File: src/rtl/drive_actuator.sv
// Drive-train plant model: rate-limited speed ramps on a divided tick plus a door-lock interlock.
// Optional OVERSPEED_FLAG_EN adds a runtime speed_limit input and a registered overspeed flag.
module drive_actuator #(
    parameter int unsigned SPEED_W   = 8,
    parameter int unsigned MAX_SPEED = 200,
    parameter int unsigned ACC_STEP  = 2,
    parameter int unsigned DEC_STEP  = 4,
    parameter int unsigned TICK_DIV  = 10,
    parameter int unsigned DOOR_HOLD = 3
) (
    input  logic               clk,
    input  logic               rst_n,
    input  logic               enable,
    input  logic               accelerate_car,
    input  logic               unlock_doors,
`ifdef OVERSPEED_FLAG_EN
    input  logic [SPEED_W-1:0] speed_limit,
    output logic               overspeed,
`endif
    output logic [SPEED_W-1:0] car_speed,
    output logic               doors_unlocked,
    output logic               moving,
    output logic [1:0]         drv_state
);

    localparam int unsigned CntW  = (TICK_DIV > 2) ? $clog2(TICK_DIV) : 1;
    localparam int unsigned HoldW = (DOOR_HOLD > 1) ? $clog2(DOOR_HOLD + 1) : 1;

    typedef enum logic [1:0] {
        StParked = 2'b00,
        StAccel  = 2'b01,
        StHold   = 2'b10,
        StBrake  = 2'b11
    } state_e;

    state_e              state;
    logic [CntW-1:0]     tick_cnt;
    logic [HoldW-1:0]    hold_cnt;
    logic                tick;
    logic [SPEED_W:0]    ceil_w;
    logic [SPEED_W:0]    sum_w;
    logic                at_ceil;
    logic [SPEED_W-1:0]  acc_speed;
    logic [SPEED_W-1:0]  dec_speed;
    logic [SPEED_W-1:0]  speed_nxt;

    assign drv_state = state;

    always_comb begin
        tick = enable && (tick_cnt == CntW'(TICK_DIV - 1));

`ifdef OVERSPEED_FLAG_EN
        ceil_w = ({1'b0, speed_limit} < (SPEED_W + 1)'(MAX_SPEED)) ? {1'b0, speed_limit}
                                                                   : (SPEED_W + 1)'(MAX_SPEED);
`else
        ceil_w = (SPEED_W + 1)'(MAX_SPEED);
`endif
        sum_w   = {1'b0, car_speed} + (SPEED_W + 1)'(ACC_STEP);
        // >= so a speed already above a lowered limit is held, never pulled down by ACCEL
        at_ceil = {1'b0, car_speed} >= ceil_w;

        if (at_ceil) begin
            acc_speed = car_speed;
        end else if (sum_w > ceil_w) begin
            acc_speed = ceil_w[SPEED_W-1:0];
        end else begin
            acc_speed = sum_w[SPEED_W-1:0];
        end

        if ({1'b0, car_speed} > (SPEED_W + 1)'(DEC_STEP)) begin
            dec_speed = car_speed - SPEED_W'(DEC_STEP);
        end else begin
            dec_speed = '0;
        end

        speed_nxt = car_speed;
        if (tick) begin
            unique case (state)
                StParked: speed_nxt = '0;
                StAccel:  speed_nxt = acc_speed;
                StBrake:  speed_nxt = dec_speed;
                default:  speed_nxt = car_speed;
            endcase
        end
    end

    always_ff @(posedge clk or negedge rst_n) begin
        if (!rst_n) begin
            state          <= StParked;
            tick_cnt       <= '0;
            hold_cnt       <= '0;
            car_speed      <= '0;
            moving         <= 1'b0;
            doors_unlocked <= 1'b0;
`ifdef OVERSPEED_FLAG_EN
            overspeed      <= 1'b0;
`endif
        end else begin
            if (enable) begin
                tick_cnt <= (tick_cnt == CntW'(TICK_DIV - 1)) ? '0 : tick_cnt + 1'b1;
            end

            car_speed <= speed_nxt;
            moving    <= (speed_nxt != '0);
`ifdef OVERSPEED_FLAG_EN
            overspeed <= (speed_nxt > speed_limit);
`endif

            unique case (state)
                StParked: begin
                    if (accelerate_car && !unlock_doors && !doors_unlocked) state <= StAccel;
                end
                StAccel: begin
                    if (!accelerate_car || unlock_doors) state <= StBrake;
                    else if (at_ceil)                    state <= StHold;
                end
                StHold: begin
                    if (!accelerate_car || unlock_doors) state <= StBrake;
                end
                StBrake: begin
                    if (car_speed == '0)                        state <= StParked;
                    else if (accelerate_car && !unlock_doors)   state <= StAccel;
                end
                default: state <= StParked;
            endcase

            if (state != StParked || !unlock_doors) begin
                hold_cnt <= '0;
            end else if (tick && hold_cnt < HoldW'(DOOR_HOLD)) begin
                hold_cnt <= hold_cnt + 1'b1;
            end

            // Unlock only from a settled PARKED state; any drop of the request relocks at once
            if (!unlock_doors) begin
                doors_unlocked <= 1'b0;
            end else if (state == StParked && hold_cnt == HoldW'(DOOR_HOLD) && !moving) begin
                doors_unlocked <= 1'b1;
            end
        end
    end

endmodule

File: config.mk
export PLATFORM = sky130hd
export DESIGN_NAME = drive_actuator
export DESIGN_NICKNAME = d
export VERILOG_FILES = /design/src/rtl/drive_actuator.sv
export SDC_FILE = /design/constraint.sdc
export NUM_CORES = 1
export LEC_CHECK = 0
export CORE_UTILIZATION = 50
export CTS_CLUSTER_SIZE = 16
export DETAILED_ROUTE_END_ITERATION = 8
export PLACE_DENSITY = 0.76
export SETUP_SLACK_MARGIN = 0.3
export SYNTH_ARGS = -nofsm -noshare
export SYNTH_HDL_FRONTEND = slang
export SYNTH_SLANG_ARGS = --single-unit
File: constraint.sdc
create_clock -name clk -period 2.2 [get_ports clk]
set_input_delay 0.33 -clock clk [delete_from_list [all_inputs] [get_ports clk]]
set_output_delay 0.33 -clock clk [all_outputs]
set_load 0.05 [all_outputs]
==> results of run 1 <==
[registers in the layout, summed over array words and instances, names as in the netlist]
signal,flops
doors_unlocked,1
hold_cnt,2
car_speed,8
moving,1
tick_cnt,4
drv_state,2
[per-stage QoR]
stage               utilization  total power, uW  hold WS [ns]
detailed placement       0.7037             2039        0.5054
floorplan                     -             1534       0.03441
finish                   0.7880             2507        0.3531
CTS                      0.7471             2354        0.3538
global route             0.7880             2643        0.3622
global placement         0.7037             1993        0.5002
[how the worst min path moves through the flow]
stage / from / end
after floorplan: rst_n / car_speed[0]
after global placement: tick_cnt[2] / tick_cnt[2]
after detailed placement: tick_cnt[2] / tick_cnt[2]
after CTS: rst_n / tick_cnt[2]
after global routing: rst_n / car_speed[5]
final: rst_n / car_speed[5]
[where the power goes]
part / internal [uW] / switching, uW
registers: 446 / 180
logic: 713 / 961
clock network: 101 / 106
[kinds of logic after synthesis]
group,count (synthesis),share of synthesized area
and+or+nand+nor,63,0.2431
AOI/OAI and AO/OA,52,0.2529
DFF,18,0.3206
buffers and inverters,11,0.03739
adders and majority gates,11,0.09795
xor gates and xnor gates,4,0.02494
muxes,3,0.02315
[placed cells by master, fill, tap and decap left out, types with 2 or more instances in the layout]
cell type and n:
nand2b_1 3, buf_4 27, dlymetal6s2s_1 4, nor2_1 11, xor2_1 3, nor3_1 2, a21o_1 2, clkdlybuf4s50_1 6
a211oi_2 3, nand3_1 3, ha_1 8, mux2_2 2, inv_2 3, dfrtp_2 8, clkbuf_4 3, and2_1 6
dlygate4sd2_1 6, a21oi_1 6, o31ai_1 2, o21ai_0 8, ha_4 2, o211ai_1 6, buf_6 4, dfrtp_1 10
o21ai_1 5, inv_1 3, o21a_1 2, nand2_2 2, o21ai_2 4, nand2_1 16
[critical path, stage by stage]
cell             delay (ns)
clkdlybuf4s50_1        0.50
nand2_2                0.07
or4_4                  0.58
nor2_1                 0.23
o21ai_0                0.17
and3_4                 0.22
a211oi_2               0.16
nand4b_1               0.11
[layout make-up]
cell class / instances / area, um2
Fill cell: 190 / 544.3
Multi-Input combinational cell: 133 / 1056
Inverter: 6 / 22.52
Sequential cell: 18 / 460.4
Tap cell: 30 / 37.54
Timing Repair Buffer: 47 / 410.4
Clock buffer: 4 / 36.28
[routing by layer]
layer / vias to the layer above / GRT usage / share of wire
li1: 692 / - / -
met1: 690 / 0.3905 / 0.41
met2: 58 / 0.5442 / 0.51
met3: 8 / 0.02459 / 0.059
met4: 0 / 0.06667 / 0.015
met5: - / 0 / 0
[what timing repair did]
action,4_1_cts,5_1_grt
setup endpoints to repair,14,15
pin swaps,2,4
gates resized for setup,14,26
buffers inserted,6,1
==> results by group, run 1 <==
Clocking
  • Clk buf depth: 2
  • Clock latency on the worst-skew pair: 0.29 ns
  • CTS H-Tree Depth: 1
  • Root Buffer: clkbuf_4
  • CTS tree: done
  • Clock sink total: 18
  • Num CTS Buffers: 3
  • Clock Pin Slew Worst Setup and Hold Paths: 0.10 ns
  • Hold Buf Count CTS: 0

Synth
  • Cells after Synth: 162
  • Top post-synthesis cells by area: dfrtp_1, ha_1, o21ai_0
  • Most frequent cell after synthesis: dfrtp_1
  • Post-synth top flop: dfrtp_1
  • Yosys top cell area share: 0.3206
  • Synth Net Count: 178
  • Synth unique cells: 51
  • Sequential-to-total area share from yosys stat: 0.3206
  • Yosys Warn Count: 0
  • Avg Cell Area, Syn: 8.673 um2
  • Seq cells post-synth: 18
  • Commonest cells post-synth: dfrtp_1, nand2_1, o21ai_0
  • Share of flip-flops with an asynchronous set or reset: 1.000
  • Number of synthesized flops with an enable pin: 0
  • Post-Syn Area: 1405 um2
  • Area leader, netlist: dfrtp_1

Pwr
  • PwrDens: 1239 nW/um2
  • Pleak: 0.0009175 uW
  • Maximum VDD drop: 1.014 mV

Global routing
  • Largest net degree at the start of global routing: 19
  • Initial antenna violation count: 0
  • First-pass GRT wire length: around 6.3 mm
  • Total grt overflow: 0
  • Vias in the first global route: between 1000 and 1500
  • Tot GR Track Use: 0.3021

Detailed routing
  • Final wirelength: 4.258 mm
  • Initial DRC Count: 85
  • ANT nets after route: 0
  • Pre-antenna DRT Iters: 4
  • # DRC: 0
  • WL per Instance: about 18 um
  • Total number of vias: 1448
  • Vias per cell: between 6 and 7

Cells and area
  • Final std cells w/o fill: 238
  • Post-route cell area: 2023 um2
  • Ant diodes: 0
  • Final nets: 225
  • Area grow syn2layout: 43.99%
  • Share of cells above drive strength 1: 0.3798

Setup path
  • Arrival @ worst endpoint: between 2 and 2.5 ns
  • Setup Crit Path Kind: input pin to flip-flop
  • CP required: 2.37 ns
  • R2R depth: 7
  • Worst r2r src: drv_state[1]
  • Worst Setup EP: moving
  • FF-to-FF End: moving
  • Crit path from: enable
  • Crit start category: input pin
  • CP endpoint kind: flip-flop
  • Critical path peak fanout: 7
  • R2R Setup Slk: 0.03 ns

STA
  • Setup_tns: 0 ns
  • Layout Skew: 0.003611 ns
  • Final worst slack: about 0.021 ns
  • Achievable Freq: 459.0 MHz
  • Unrepaired setup endpoints after global routing: yes
  • Min Tclk post-route: 2.179 ns
  • Slew Viols, Final: 0
  • Slew HR: 0.6535
  • Worst slew pin tran: 0.5189 ns
  • Final Setup Violations: 0
  • Final hold vios: 0
  • Tcrit/Tclk final: 0.9903

Floorplanning
  • Core area: between 2000 and 3000 um2
  • Die height: between 50 and 60 um
  • Starting Density: 0.5473
  • Num rows: 18
  • Die Wd: 55.01 um
  • IO Count: 17
  • Die ar.: ~3000 um2

Placement
  • IO buf count: 16
  • Cells after DPL: between 200 and 250
  • Placed Area: about 1800 um2
  • Setup Slack @ Placement: -0.2380 ns
  • Gpl congestion: about 0.94
  • Post-DP HPWL: 3.045 mm

Flow run
  • Max Cap Viol: 0

Hold path
  • Min-delay worst type: input pin to async pin

Run status
  • Status: finished clean
(Power assumes the default switching activity.)
==> run 2: changes to the inputs <==
Settings changed: ABC_CLOCK_PERIOD_IN_PS from default to 2200.
==> results of run 2 <==
No change in the layout: final DEF, timing and power equal those of run 1.
==> run 3: changes to the inputs <==
Settings changed: SLEW_MARGIN from default to 20.
==> results of run 3 <==
No change in the layout: final DEF, timing and power equal those of run 1.
